## src/rtl/fetch_unit.sv

```systemverilog
// fetch_unit: instruction fetch stage with a 2-entry {pc, instr} FIFO feeding decode.
// Single outstanding instruction-memory request. A redirect flushes the FIFO and
// reloads the PC. If a request is in flight when the redirect arrives, its response is
// dropped in the DRAIN state.
// Optional build macro FETCH_BYPASS_EN: a response that arrives while the FIFO is empty
// is presented on if_* in the same cycle. Without the macro, if_* come only from
// FIFO registers.
module fetch_unit #(
  parameter logic [31:0] RESET_PC = 32'h0000_0000
) (
  input  logic        clk,
  input  logic        reset_n,
  output logic        imem_req,
  output logic [31:0] imem_addr,
  input  logic        imem_rvalid,
  input  logic [31:0] imem_rdata,
  input  logic        redirect_valid,
  input  logic [31:0] redirect_pc,
  output logic        if_valid,
  input  logic        if_ready,
  output logic [31:0] if_instr,
  output logic [31:0] if_pc,
  output logic [31:0] if_pc_plus4
);

  typedef enum logic [1:0] {
    ST_FETCH = 2'd0,
    ST_WAIT  = 2'd1,
    ST_DRAIN = 2'd2
  } state_e;

  // Control state (reset)
  state_e      state_q, state_d;
  logic [31:0] pc_q, pc_d;
  logic        rd_ptr_q, rd_ptr_d;
  logic        wr_ptr_q, wr_ptr_d;
  logic [1:0]  count_q, count_d;

  // Datapath state (no reset; qualified by count_q/state_q)
  logic [31:0] req_pc_q, req_pc_d;
  logic [31:0] fifo_pc_q    [2];
  logic [31:0] fifo_pc_d    [2];
  logic [31:0] fifo_instr_q [2];
  logic [31:0] fifo_instr_d [2];

  logic        outstanding;
  logic        issue;
  logic        push;
  logic        write;
  logic        pop;
  logic        fifo_valid;
  logic        bypass_take;
  logic [31:0] head_pc;
  logic [31:0] head_instr;

  assign outstanding = (state_q != ST_FETCH);
  assign fifo_valid  = (count_q != 2'd0);

  // Issue only when the response is guaranteed a FIFO slot; this is what keeps
  // the FIFO from ever being pushed while full. Reset and redirect cycles never issue.
  assign issue = reset_n && (state_q == ST_FETCH) && !redirect_valid &&
                 (({1'b0, count_q} + {2'b00, outstanding}) < 3'd2);

  // Only a response for a live request (WAIT) is kept; a redirect kills it.
  assign push = imem_rvalid && (state_q == ST_WAIT) && !redirect_valid;
  assign pop  = fifo_valid && if_ready && !redirect_valid;

`ifdef FETCH_BYPASS_EN
  // A response into an empty FIFO that decode takes right away never needs storing.
  assign bypass_take = push && !fifo_valid && if_ready;
  assign if_valid    = fifo_valid || push;
`else
  assign bypass_take = 1'b0;
  assign if_valid    = fifo_valid;
`endif

  assign write = push && !bypass_take;

  assign imem_req  = issue;
  assign imem_addr = pc_q;

  // Head-of-queue selection; outputs read as zero when nothing is valid.
  always_comb begin
    head_pc    = 32'd0;
    head_instr = 32'd0;
    if (fifo_valid) begin
      head_pc    = fifo_pc_q[rd_ptr_q];
      head_instr = fifo_instr_q[rd_ptr_q];
    end
`ifdef FETCH_BYPASS_EN
    else if (push) begin
      head_pc    = req_pc_q;
      head_instr = imem_rdata;
    end
`endif
  end

  assign if_pc       = head_pc;
  assign if_instr    = head_instr;
  assign if_pc_plus4 = if_valid ? (head_pc + 32'd4) : 32'd0;

  // Next-state logic: FSM, PC and FIFO pointers; redirect overrides push, pop and issue.
  always_comb begin
    state_d  = state_q;
    pc_d     = pc_q;
    req_pc_d = req_pc_q;
    rd_ptr_d = rd_ptr_q;
    wr_ptr_d = wr_ptr_q;
    count_d  = count_q;
    if (redirect_valid) begin
      pc_d     = redirect_pc & 32'hFFFF_FFFC;
      rd_ptr_d = 1'b0;
      wr_ptr_d = 1'b0;
      count_d  = 2'd0;
      case (state_q)
        // A response landing in the redirect cycle retires the stale request,
        // so there is nothing left to drain.
        ST_WAIT:  state_d = imem_rvalid ? ST_FETCH : ST_DRAIN;
        ST_DRAIN: state_d = imem_rvalid ? ST_FETCH : ST_DRAIN;
        default:  state_d = ST_FETCH;
      endcase
    end else begin
      if (write) wr_ptr_d = ~wr_ptr_q;
      if (pop)   rd_ptr_d = ~rd_ptr_q;
      if (write && !pop)      count_d = count_q + 2'd1;
      else if (!write && pop) count_d = count_q - 2'd1;
      case (state_q)
        ST_FETCH: begin
          if (issue) begin
            pc_d     = pc_q + 32'd4;
            req_pc_d = pc_q;
            state_d  = ST_WAIT;
          end
        end
        ST_WAIT:  if (imem_rvalid) state_d = ST_FETCH;
        ST_DRAIN: if (imem_rvalid) state_d = ST_FETCH;
        default:  state_d = ST_FETCH;
      endcase
    end
  end

  // FIFO storage write: the accepted response lands at the write pointer.
  always_comb begin
    fifo_pc_d    = fifo_pc_q;
    fifo_instr_d = fifo_instr_q;
    if (write) begin
      fifo_pc_d[wr_ptr_q]    = req_pc_q;
      fifo_instr_d[wr_ptr_q] = imem_rdata;
    end
  end

  // Control registers with synchronous active-low reset; dropping to FETCH forgets any in-flight request.
  always_ff @(posedge clk) begin
    if (!reset_n) begin
      state_q  <= ST_FETCH;
      pc_q     <= RESET_PC;
      rd_ptr_q <= 1'b0;
      wr_ptr_q <= 1'b0;
      count_q  <= 2'd0;
    end else begin
      state_q  <= state_d;
      pc_q     <= pc_d;
      rd_ptr_q <= rd_ptr_d;
      wr_ptr_q <= wr_ptr_d;
      count_q  <= count_d;
    end
  end

  // Datapath registers: request address and FIFO contents, no reset needed.
  always_ff @(posedge clk) begin
    req_pc_q     <= req_pc_d;
    fifo_pc_q    <= fifo_pc_d;
    fifo_instr_q <= fifo_instr_d;
  end

endmodule
```

## config.mk

```make
export PLATFORM = sky130hd
export DESIGN_NAME = fetch_unit
export DESIGN_NICKNAME = d
export VERILOG_FILES = /design/src/rtl/fetch_unit.sv
export SDC_FILE = /design/constraint.sdc
export NUM_CORES = 1
export LEC_CHECK = 0
export CORE_UTILIZATION = 40
export DETAILED_ROUTE_END_ITERATION = 10
export PLACE_DENSITY = 0.67
export SETUP_SLACK_MARGIN = 0.02
export SKIP_CTS_REPAIR_TIMING = 1
export SLEW_MARGIN = 0
export SYNTH_ARGS = -nofsm -noshare
export SYNTH_HDL_FRONTEND = slang
export SYNTH_SLANG_ARGS = --single-unit
```

## constraint.sdc

```tcl
create_clock -name clk -period 14.9 [get_ports clk]
set_input_delay 3.725 -clock clk [delete_from_list [all_inputs] [get_ports clk]]
set_output_delay 3.725 -clock clk [all_outputs]
set_load 0.05 [all_outputs]
```

==> metrics.md <==
| Metric | Value |
|---|---|
| Vias in the first global route | 5,271 |
| DRT Pass-1 Iters | 4 |
| Clock Power Share | 0.406 |
| Min Tclk post-route | 9710 ps |
| CP bufs+invs | 3 |
| Count of cell types in the netlist | 41 |
| Die Ht | 147 um |
| Startpoint types | primary input |
| Row count | 52 |
| CTS H-tree lvls | 4 |
| CP delay by family, top | buffers and inverters |
| Post-Route Skew | 12.9 ps |
| Placed Cells | 1,080 |
| Int Pwr | 902 uW |
| CTS root buf | clkbuf_16 |
| Cell area after synthesis | 8360 um^2 |
| Clk sink count | 190 |
| Initial antenna violation count | 0 |
| CTS tree | done |
| Pre-CTS WS | 5220 ps |
| Slew headroom | 0.289 |
| Critical path arrival | 5980 ps |
| Fillers | 1,740 |
| Post-synth top area cell | edfxtp_1 |
| RD Place Congestion | 0.766 |
| Iter 0 DRT Violations | 263 |
| Reg clk slew, reported paths | 60 ps |
| Ports | 199 |
| Critical Path End Type | output pin |
| Status | finished, final reports clean |
| Switching Power | 253 uW |
| Ant. Diodes | 0 |
| Drt drc | 0 |
| Overall die area | 21,500 um^2 |
| Drt wl/cell | 15.7 um |
| Max-cap viol count | 0 |
| Max incr delay on CP | 840 ps |
| GRT overflow | 0 |
| Layout Utilization | 0.544 |
| Post-DP HPWL | 11,800 um |
| Sequential Power Share | 0.518 |
| Crit Path Category | in -> out |
| Crit path required time | 11,180 ps |
| Routed vias | 5,506 |
| Switching Fraction | 0.219 |
| Area fraction of the dominant cell type after synthesis | 0.553 |
| CP most frequent cell | clkdlybuf4s50_1 |
| Hold/Removal Path Class | reg -> reg |
| Commonest cells after routing, fill and taps aside | clkdlybuf4s50_1 (190), edfxtp_1 (154), nor2_1 (74) |
| All-Layer GR Usage | 0.166 |
| Syn Area/Cell | 12.9 um^2 |
| Area growth, synth to finish | 32.5% |
| Final TNS setup | 0 ps |
| Starting density of the core | 0.411 |
| Share of post-route cells with drive strength above 1 | 0.0736 |
| Mapped Cells | 646 |
| RSZ-0062 raised after global routing | no |
| Combinational cell fraction of total power | 0.076 |
| Area contributors post-synth | edfxtp_1 (55%), dfxtp_1 (8.6%), mux2i_1 (7.4%), nor2_1 (3.4%), xor2_1 (3.1%) |
| Final setup viols | 0 |
| Crit-path max FO | 17 |
| Peak Freq | 103 MHz |
| First-pass GRT wire length | 27,700 um |
| Worst VDD drop | 0.0700 mV |
| Leak | 0.00361 uW |
| Commonest non-fill, non-tap cell in the layout | clkdlybuf4s50_1 |
| Critical path's slowest cell | clkdlybuf4s50_1 |
| Clk buf depth | 2 |
| PD cells | 104 nW/um^2 |
| Pwr Total | 1150 uW |
| Worst path cell trace | clkdlybuf4s50_1, nand4bb_4, clkinv_1, clkdlybuf4s50_1 |
| Input/output buffers | 190 |
| Vias per cell | 4.95 |
| Fin. max-slew vios | 0 |
| Core area | 20,400 um^2 |
| Die width | 147 um |
| Cell Count, Final, Fillers Out | 1,112 |
| Warnings, synthesis | 0 |
| Final WL | 17,500 um |
| Crit share post-route | 0.651 |
| PnR worst setup slack | 5190 ps |
| Fin nets | 903 |
| FF+latch count, synth | 190 |
| Fin. Hold Viols | 0 |
| Worst Max-Slew Pin Slew | 1070 ps |
| Worst skew pair latency | 420 ps |
| Largest net degree at the start of global routing | 78 |
| Total CTS buffers | 17 |
| Post-DRT Antenna Nets | 0 |
| Sequential-to-total area share from yosys stat | 0.639 |
[power by group through the flow]
| stage | Combinational (uW) | Clock (uW) | Sequential [uW] |
|---|---|---|---|
| floorplan | 33.1 | 0 | 624 |
| global placement | 87.4 | 0 | 609 |
| detailed placement | 88.1 | 0 | 609 |
| CTS | 88.6 | 480 | 598 |
| global route | 93.9 | 501 | 599 |
| finish | 88.2 | 468 | 598 |
[area by class of cell]
cell class              instances  area [um^2]  area share
repair buffers                197         1950       0.176
multi-input cells             407         2770       0.250
well taps                     270          338      0.0305
clock inverters                15          189      0.0170
clock buffers                  17          425      0.0384
inverters                      16         60.1     0.00542
flip-flops and latches        190         5350       0.483
[layer usage]
layer  up-vias  share of wire  GRT usage
met4         0          0.014     0.0531
met2       186           0.44      0.254
met3        21          0.062     0.0450
met5         -              0          0
li1       2724              -          -
met1      2575           0.49      0.230
[stage by stage]
stage | hold slack, ps | instance area, um^2
5_1_grt | 462 | 11100
3_3_place_gp | 424 | 10500
3_5_place_dp | 434 | 10500
2_1_floorplan | 421 | 8380
4_1_cts | 450 | 11100
6_report | 447 | 11100
[state kept, by name, indices dropped and copies added, names as in the netlist]
signal        count
count_q           2
fifo_instr_q     64
fifo_pc_q        60
imem_addr        30
rd_ptr_q          1
req_pc_q         30
state_q           2
wr_ptr_q          1
[synthesized netlist by cell type]
cell type and instances:
dfxtp_1 36, buf_4 12, nor4_1 17, mux2_2 3
inv_1 14, nor2_1 75, and3_1 2, a211oi_2 5
a311oi_1 1, buf_6 2, buf_2 15, a21oi_1 20
nand2b_1 2, ha_1 5, nor2_2 1, xor2_1 30
conb_1 1, and4_1 5, nor3b_1 2, nor3_1 16
or3_1 2, nor3_2 1, clkbuf_1 9, a211oi_1 2
o211a_1 6, nand3b_1 5, xnor2_1 26, edfxtp_1 154
nand2_1 33, nand3_1 22, nand4_2 1, mux2i_1 62
nor4_2 8, nand3_2 1, o311a_1 1, o21ai_0 26
clkinv_1 2, nand4bb_4 1, and2_1 9, nand4_1 10
nor3_4 1
[worst paths after layout]
| path | start | end | slack (ps) | depth (start not counted) |
|---|---|---|---|---|
| worst max-delay path | redirect_valid | imem_req | 5190 | 4 |
| worst min-delay path | req_pc_q[8] | fifo_pc_q[40] | 450 | 0 |
| worst max register to register | count_q[1] | count_q[1] | 12400 | 7 |
| worst min register to register | req_pc_q[8] | fifo_pc_q[40] | 450 | 0 |
[cells by family after synthesis]
family                     share of synthesized area
adders and majority gates                    0.00748
and+or+nand+nor                                0.136
AOI/OAI and AO/OA                             0.0462
muxes                                         0.0783
DFF                                            0.639
other                                       0.000448
xor gates and xnor gates                      0.0587
buffers and inverters                         0.0337
Power figures use the tool's default switching activity.
